`config.mk`:
```
export PLATFORM = sky130hd
export DESIGN_NAME = wb_port_arbiter
export DESIGN_NICKNAME = d
export VERILOG_FILES = /design/src/rtl/wb_port_arbiter_pkg.sv /design/src/rtl/wb_pend_fifo.sv /design/src/rtl/wb_port_arbiter.sv
export SDC_FILE = /design/constraint.sdc
export NUM_CORES = 1
export LEC_CHECK = 0
export BUFFER_PORTS_ARGS = -buffer_cell sky130_fd_sc_hd__buf_2
export CELL_PAD_IN_SITES_DETAIL_PLACEMENT = 2
export CELL_PAD_IN_SITES_GLOBAL_PLACEMENT = 2
export CORE_ASPECT_RATIO = 0.7
export CORE_MARGIN = 2
export CORE_UTILIZATION = 38
export CTS_CLUSTER_DIAMETER = 50
export DETAILED_ROUTE_END_ITERATION = 8
export PLACE_DENSITY_LB_ADDON = 0.08
export SLEW_MARGIN = 20
export SYNTH_ARGS = -nofsm -noshare
export SYNTH_HDL_FRONTEND = slang
export SYNTH_HIERARCHICAL = 1
export SYNTH_SLANG_ARGS = --single-unit
export TNS_END_PERCENT = 50
```
`constraint.sdc`:
```
create_clock -name clk -period 4.2 [get_ports clk]
set_clock_uncertainty 0.2 [all_clocks]
set_input_delay 0.84 -clock clk [delete_from_list [all_inputs] [get_ports clk]]
set_output_delay 0.84 -clock clk [all_outputs]
set_load 0.05 [all_outputs]
```
`src/rtl/wb_port_arbiter_pkg.sv`:
```
// Shared types for the register-file write-port arbiter.
// Source select, arbitration state and the buffered write request.
package wb_port_arbiter_pkg;

  localparam int WB_ADDR_W = 5;
  localparam int WB_DATA_W = 128;

  typedef enum logic [1:0] {
    WB_SRC_PIPE,
    WB_SRC_MC,
    WB_SRC_NONE
  } wb_src_e;

  typedef enum logic {
    S_NORMAL,
    S_DRAIN
  } arb_state_e;

  typedef struct packed {
    logic [WB_ADDR_W-1:0] rd;
    logic [WB_DATA_W-1:0] data;
  } wb_req_t;

endpackage

```
`src/rtl/wb_pend_fifo.sv`:
```
// Pending long-latency write buffer: storage, pointers, count and a CAM lookup on rd.
// Head is visible combinationally; caller must not push when full or pop when empty.
module wb_pend_fifo #(
  parameter int ADDR_W = 5,
  parameter int DATA_W = 128,
  parameter int DEPTH  = 4,
  parameter int CNT_W  = $clog2(DEPTH + 1)
) (
  input  logic              clk,
  input  logic              rst_n,
  input  logic              push,
  input  logic [ADDR_W-1:0] push_rd,
  input  logic [DATA_W-1:0] push_data,
  input  logic              pop,
  output logic [ADDR_W-1:0] head_rd,
  output logic [DATA_W-1:0] head_data,
  output logic [CNT_W-1:0]  count,
  input  logic [ADDR_W-1:0] query_rd,
  output logic              query_hit
);

  localparam int PTR_W = $clog2(DEPTH);

  logic [ADDR_W-1:0] rd_mem   [DEPTH];
  logic [DATA_W-1:0] data_mem [DEPTH];
  logic [PTR_W-1:0]  wptr;
  logic [PTR_W-1:0]  rptr;

  always_ff @(posedge clk or negedge rst_n) begin
    if (!rst_n) begin
      wptr  <= '0;
      rptr  <= '0;
      count <= '0;
    end else begin
      if (push) wptr <= wptr + 1'b1;
      if (pop)  rptr <= rptr + 1'b1;
      count <= count + CNT_W'(push) - CNT_W'(pop);
    end
  end

  always_ff @(posedge clk) begin
    if (push) begin
      rd_mem[wptr]   <= push_rd;
      data_mem[wptr] <= push_data;
    end
  end

  assign head_rd   = rd_mem[rptr];
  assign head_data = data_mem[rptr];

  // An entry is live when its distance from the read pointer is below count.
  always_comb begin
    query_hit = 1'b0;
    for (int i = 0; i < DEPTH; i++) begin
      logic [PTR_W-1:0] off;
      off = PTR_W'(i) - rptr;
      if ((CNT_W'(off) < count) && (rd_mem[i] == query_rd)) query_hit = 1'b1;
    end
  end

endmodule

```
`src/rtl/wb_port_arbiter.sv`:
```
// Shares the register-file write port between the pipeline and a buffered long-latency unit.
// One cycle from grant to rf_we; stalls the pipeline to drain when the buffer fills or starves.
module wb_port_arbiter
  import wb_port_arbiter_pkg::*;
#(
  parameter int DATA_W       = WB_DATA_W,
  parameter int ADDR_W       = WB_ADDR_W,
  parameter int DEPTH        = 4,
  parameter int STARVE_LIMIT = 8,
  parameter bit ZERO_REG     = 1'b1
) (
  input  logic              clk,
  input  logic              rst_n,
  input  logic              wb_valid,
  input  logic [ADDR_W-1:0] wb_rd,
  input  logic [DATA_W-1:0] wb_data,
  output logic              pipe_stall,
  input  logic              mc_valid,
  output logic              mc_ready,
  input  logic [ADDR_W-1:0] mc_rd,
  input  logic [DATA_W-1:0] mc_data,
  input  logic [ADDR_W-1:0] query_rd,
  output logic              query_hit,
  output logic              rf_we,
  output logic [ADDR_W-1:0] rf_waddr,
  output logic [DATA_W-1:0] rf_wdata
);

  localparam int CNT_W = $clog2(DEPTH + 1);
  localparam int SC_W  = $clog2(STARVE_LIMIT + 1);

  arb_state_e        state, state_nxt;
  wb_src_e           grant;
  wb_req_t           sel_req;
  logic [CNT_W-1:0]  count, count_nxt;
  logic [SC_W-1:0]   starve_cnt, starve_nxt;
  logic [ADDR_W-1:0] head_rd;
  logic [DATA_W-1:0] head_data;
  logic              wb_eff, fifo_push, fifo_pop, fifo_empty;

  assign wb_eff     = wb_valid && !(ZERO_REG && (wb_rd == '0));
  assign mc_ready   = (count != CNT_W'(DEPTH));
  // Writes to the zero register are handshaken but never occupy a slot.
  assign fifo_push  = mc_valid && mc_ready && !(ZERO_REG && (mc_rd == '0));
  assign fifo_empty = (count == '0);
  assign fifo_pop   = (grant == WB_SRC_MC);
  assign count_nxt  = count + CNT_W'(fifo_push) - CNT_W'(fifo_pop);

  wb_pend_fifo #(
    .ADDR_W (ADDR_W),
    .DATA_W (DATA_W),
    .DEPTH  (DEPTH),
    .CNT_W  (CNT_W)
  ) u_fifo (
    .clk       (clk),
    .rst_n     (rst_n),
    .push      (fifo_push),
    .push_rd   (mc_rd),
    .push_data (mc_data),
    .pop       (fifo_pop),
    .head_rd   (head_rd),
    .head_data (head_data),
    .count     (count),
    .query_rd  (query_rd),
    .query_hit (query_hit)
  );

  always_ff @(posedge clk or negedge rst_n) begin
    if (!rst_n) begin
      state      <= S_NORMAL;
      starve_cnt <= '0;
    end else begin
      state      <= state_nxt;
      starve_cnt <= (state_nxt == S_DRAIN) ? '0 : starve_nxt;
    end
  end

  always_comb begin
    state_nxt  = state;
    starve_nxt = '0;
    if (state == S_NORMAL && !fifo_empty && !fifo_pop) starve_nxt = starve_cnt + 1'b1;
    case (state)
      S_NORMAL:
        if (count_nxt == CNT_W'(DEPTH) || starve_nxt == SC_W'(STARVE_LIMIT)) state_nxt = S_DRAIN;
      S_DRAIN:
        if (count_nxt == '0) state_nxt = S_NORMAL;
      default: state_nxt = S_NORMAL;
    endcase
  end

  always_comb begin
    pipe_stall = 1'b0;
    grant      = WB_SRC_NONE;
    case (state)
      S_NORMAL: begin
        if (wb_eff)           grant = WB_SRC_PIPE;
        else if (!fifo_empty) grant = WB_SRC_MC;
      end
      S_DRAIN: begin
        pipe_stall = 1'b1;
        if (!fifo_empty) grant = WB_SRC_MC;
      end
      default: grant = WB_SRC_NONE;
    endcase
  end

  always_comb begin
    sel_req.rd   = wb_rd;
    sel_req.data = wb_data;
    if (grant == WB_SRC_MC) begin
      sel_req.rd   = head_rd;
      sel_req.data = head_data;
    end
  end

  always_ff @(posedge clk or negedge rst_n) begin
    if (!rst_n) begin
      rf_we    <= 1'b0;
      rf_waddr <= '0;
      rf_wdata <= '0;
    end else begin
      rf_we <= (grant != WB_SRC_NONE);
      if (grant != WB_SRC_NONE) begin
        rf_waddr <= sel_req.rd;
        rf_wdata <= sel_req.data;
      end
    end
  end

  a_no_push_full: assert property (@(posedge clk) disable iff (!rst_n)
    !(fifo_push && count == CNT_W'(DEPTH)));
  a_no_zero_write: assert property (@(posedge clk) disable iff (!rst_n)
    (ZERO_REG && rf_we) |-> (rf_waddr != '0));

endmodule

```
==> results.txt <==
status: finished clean
Max Freq: 272 MHz
CTS H-tree depth: 3
post-synthesis sequential area ratio: 0.743
Syn Area/Cell: 19.0 µm²
simple-gate share of the synthesized area: 0.0259
DIE WIDTH: 319 µm
hpwl dp: 43,400 µm
1st-pass router iterations: 4
CORE AREA: 0.0685 mm²
flop2flop setup slack: 0.99 ns
fin crit share: 0.875
CTS resizes: 0
area grow syn2layout: 20.9%
most frequent cells in the layout: edfxtp_1, buf_2, dfrtp_1
endpoints failing hold: 0
share of layout cells above drive strength 1: 0.364
WL per Instance: 24.2 µm
Initial Util: 0.386
PwrDens: 796 mW/mm²
worst endpoint required time: 3.16 ns
Max Cap Viol: 0
Max FO, Critical Path: 10
xor/xnor share of the synthesized area: 0.0105
Crit. End Element: primary output
die height: 225 µm
Pleak: 11.5 nW
first-pass GRT wire length: 103,000 µm
area leader, netlist: edfxtp_1
synth warn: 6
# rows: 80
Post-CTS Setup Repair Bufs: 0
Final GP Congestion: 0.725
Post-CTS Hold Buffers: 0
crit path launch type: register
initial antenna violation count: 21
top cell type's share of synthesized area: 0.605
Max IR drop VDD: 0.441 mV
Vias: 14,200
CTS Buffer Depth: 3
Root Buffer Master: clkbuf_16
Worst slew margin: 0.279
PortBufs: 411
RSZ-0062 raised after global routing: false
fin nets: 2,119
Hold WC Path Type: in -> async
most common cell after layout, fill and taps aside: edfxtp_1
1st-iter DRT viols: 741
DRC: 0
DIE AREA: 0.0717 mm²
Worst Tran Pin Value: 1.08 ns
GR Overflow Total: 0
pin count of the biggest net entering global routing: 263
CTS tree: done
via/cell ratio: 5.08
Placed Area: 0.0295 mm²
GRT Overall Usage: 0.191
CTS Buf Count: 72
clock sinks: 678
Setup violations, final: 0
Synth Area in Adders: 0.00767
fill count: 6,407
WS Path Type: reg -> out
CTS clk-pin slew, worst paths: 0.06 ns
Post-Syn Instances: 1,393
Yosys cell types: 36
largest family of logic cells by synthesized area: multiplexers
mux contribution to synthesized area: 0.164
WHS: 0.0209 ns
Worst Path Arrival: 2.64 ns
num ports: 412
Pins Over Slew Limit: 0
synth top area cells: edfxtp_1, dfrtp_1, mux4_2
Final Cell Area: 0.0319 mm²
number of global-route vias before repair: 16,200
cell area after synthesis: 0.0264 mm²
WL final: 67,800 µm
syn_nets: 1,683
clk_lat worst skew: 0.61 ns
complex-gate fraction of the synthesized area: 0.0285
Antenna Nets Post-Route: 0
Yosys reg bits: 678
Final min period: 3.68 ns
==> where the power goes <==
part	leakage (nW)	switching [mW]	internal, mW	total, mW
Sequential	6.61	0.681	9.11	9.79
Clock	1.17	2.57	3.87	6.44
Combinational	3.75	6.09	3.10	9.19
==> path summary, 6_finish.rpt <==
check,cells past startpoint,to,startpoint
hold / removal,1,rf_wdata[10]$_DFFE_PN0P_,rst_n
setup reg to reg,5,rf_wdata[34]$_DFFE_PN0P_,u_fifo/count[2]$_DFF_PN0_
max in group asynchronous,2,rf_wdata[108]$_DFFE_PN0P_,rst_n
min in group clk,3,rf_wdata[9]$_DFFE_PN0P_,wb_data[9]
hold reg to reg,1,starve_cnt[0]$_DFF_PN0_,starve_cnt[0]$_DFF_PN0_
setup / recovery,7,query_hit,u_fifo/rptr[0]$_DFFE_PN0P_
==> routing by layer <==
| layer | track usage | routed length, µm |
|---|---|---|
| met5 | 0 | 85 |
| met4 | 0.0472 | 1150 |
| met3 | 0.0451 | 3690 |
| met2 | 0.315 | 33500 |
| met1 | 0.257 | 29400 |
==> final cells by class <==
class	instances	area, µm²	share of cell area
Clock buffer	112	2130	0.0667
Timing Repair Buffer	440	2400	0.0752
Inverter	15	56.3	0.00176
Multi-Input combinational cell	622	6270	0.197
Tap cell	902	1130	0.0353
Clock inverter	21	275	0.00862
Antenna cell	11	27.5	0.000862
Sequential cell	678	19600	0.615
==> through the flow <==
stage / setup WS, ns / power, mW / setup TNS [ns] / util / std cells
final: 0.524 / 25.4 / 0 / 0.466 / 2801
after global routing: 0.343 / 26.8 / 0 / 0.466 / 2794
after CTS: 0.447 / 25.9 / 0 / 0.466 / 2789
after detailed placement: -0.102 / 19.3 / -0.102 / 0.430 / 2656
after global placement: 0.111 / 19.0 / 0 / 0.430 / 2656
after floorplan: -0.817 / 16.6 / -217.28 / - / 1393
==> sequential cells by signal, summed over array words and instances (netlist names) <==
name / flops
rf_we: 1
state: 1
u_fifo/rptr: 2
u_fifo/data_mem: 512
starve_cnt: 4
u_fifo/wptr: 2
rf_wdata: 128
u_fifo/rd_mem: 20
rf_waddr: 5
u_fifo/count: 3
==> worst max-delay path, cell delays in order (launching register included) <==
cell and delay, ns:
dfrtp_4 0.56, xor2_1 0.23, inv_1 0.07, ha_1 0.18, nor2b_1 0.12, a2111oi_0 0.35, or4_1 0.17, buf_2 0.33
==> logic make-up after synthesis <==
family	Yosys count
AO/OA/AOI/OAI	145
XOR/XNOR	30
adder cells (fa/ha/maj)	15
buffers and inverters	93
flip-flops	678
multiplexers	267
AND/OR/NAND/NOR	165
==> synth_stat cells (all sizes together) <==
cell	n
o21a	1
mux2i	134
o211ai	1
a21oi	2
xor2	10
xnor3	1
inv	15
or4b	1
nor2b	5
dfrtp	146
xnor2	19
edfxtp	532
o21ai	135
buf	60
nand3b	1
fa	2
a2111oi	4
nand2	137
clkbuf	18
a31oi	1
and2	4
nor2	6
nor3	1
ha	13
or4	3
nand3	1
o31ai	1
mux4	133
nor3b	2
nand4	4
Note: power is estimated with default switching activity, not from simulation.
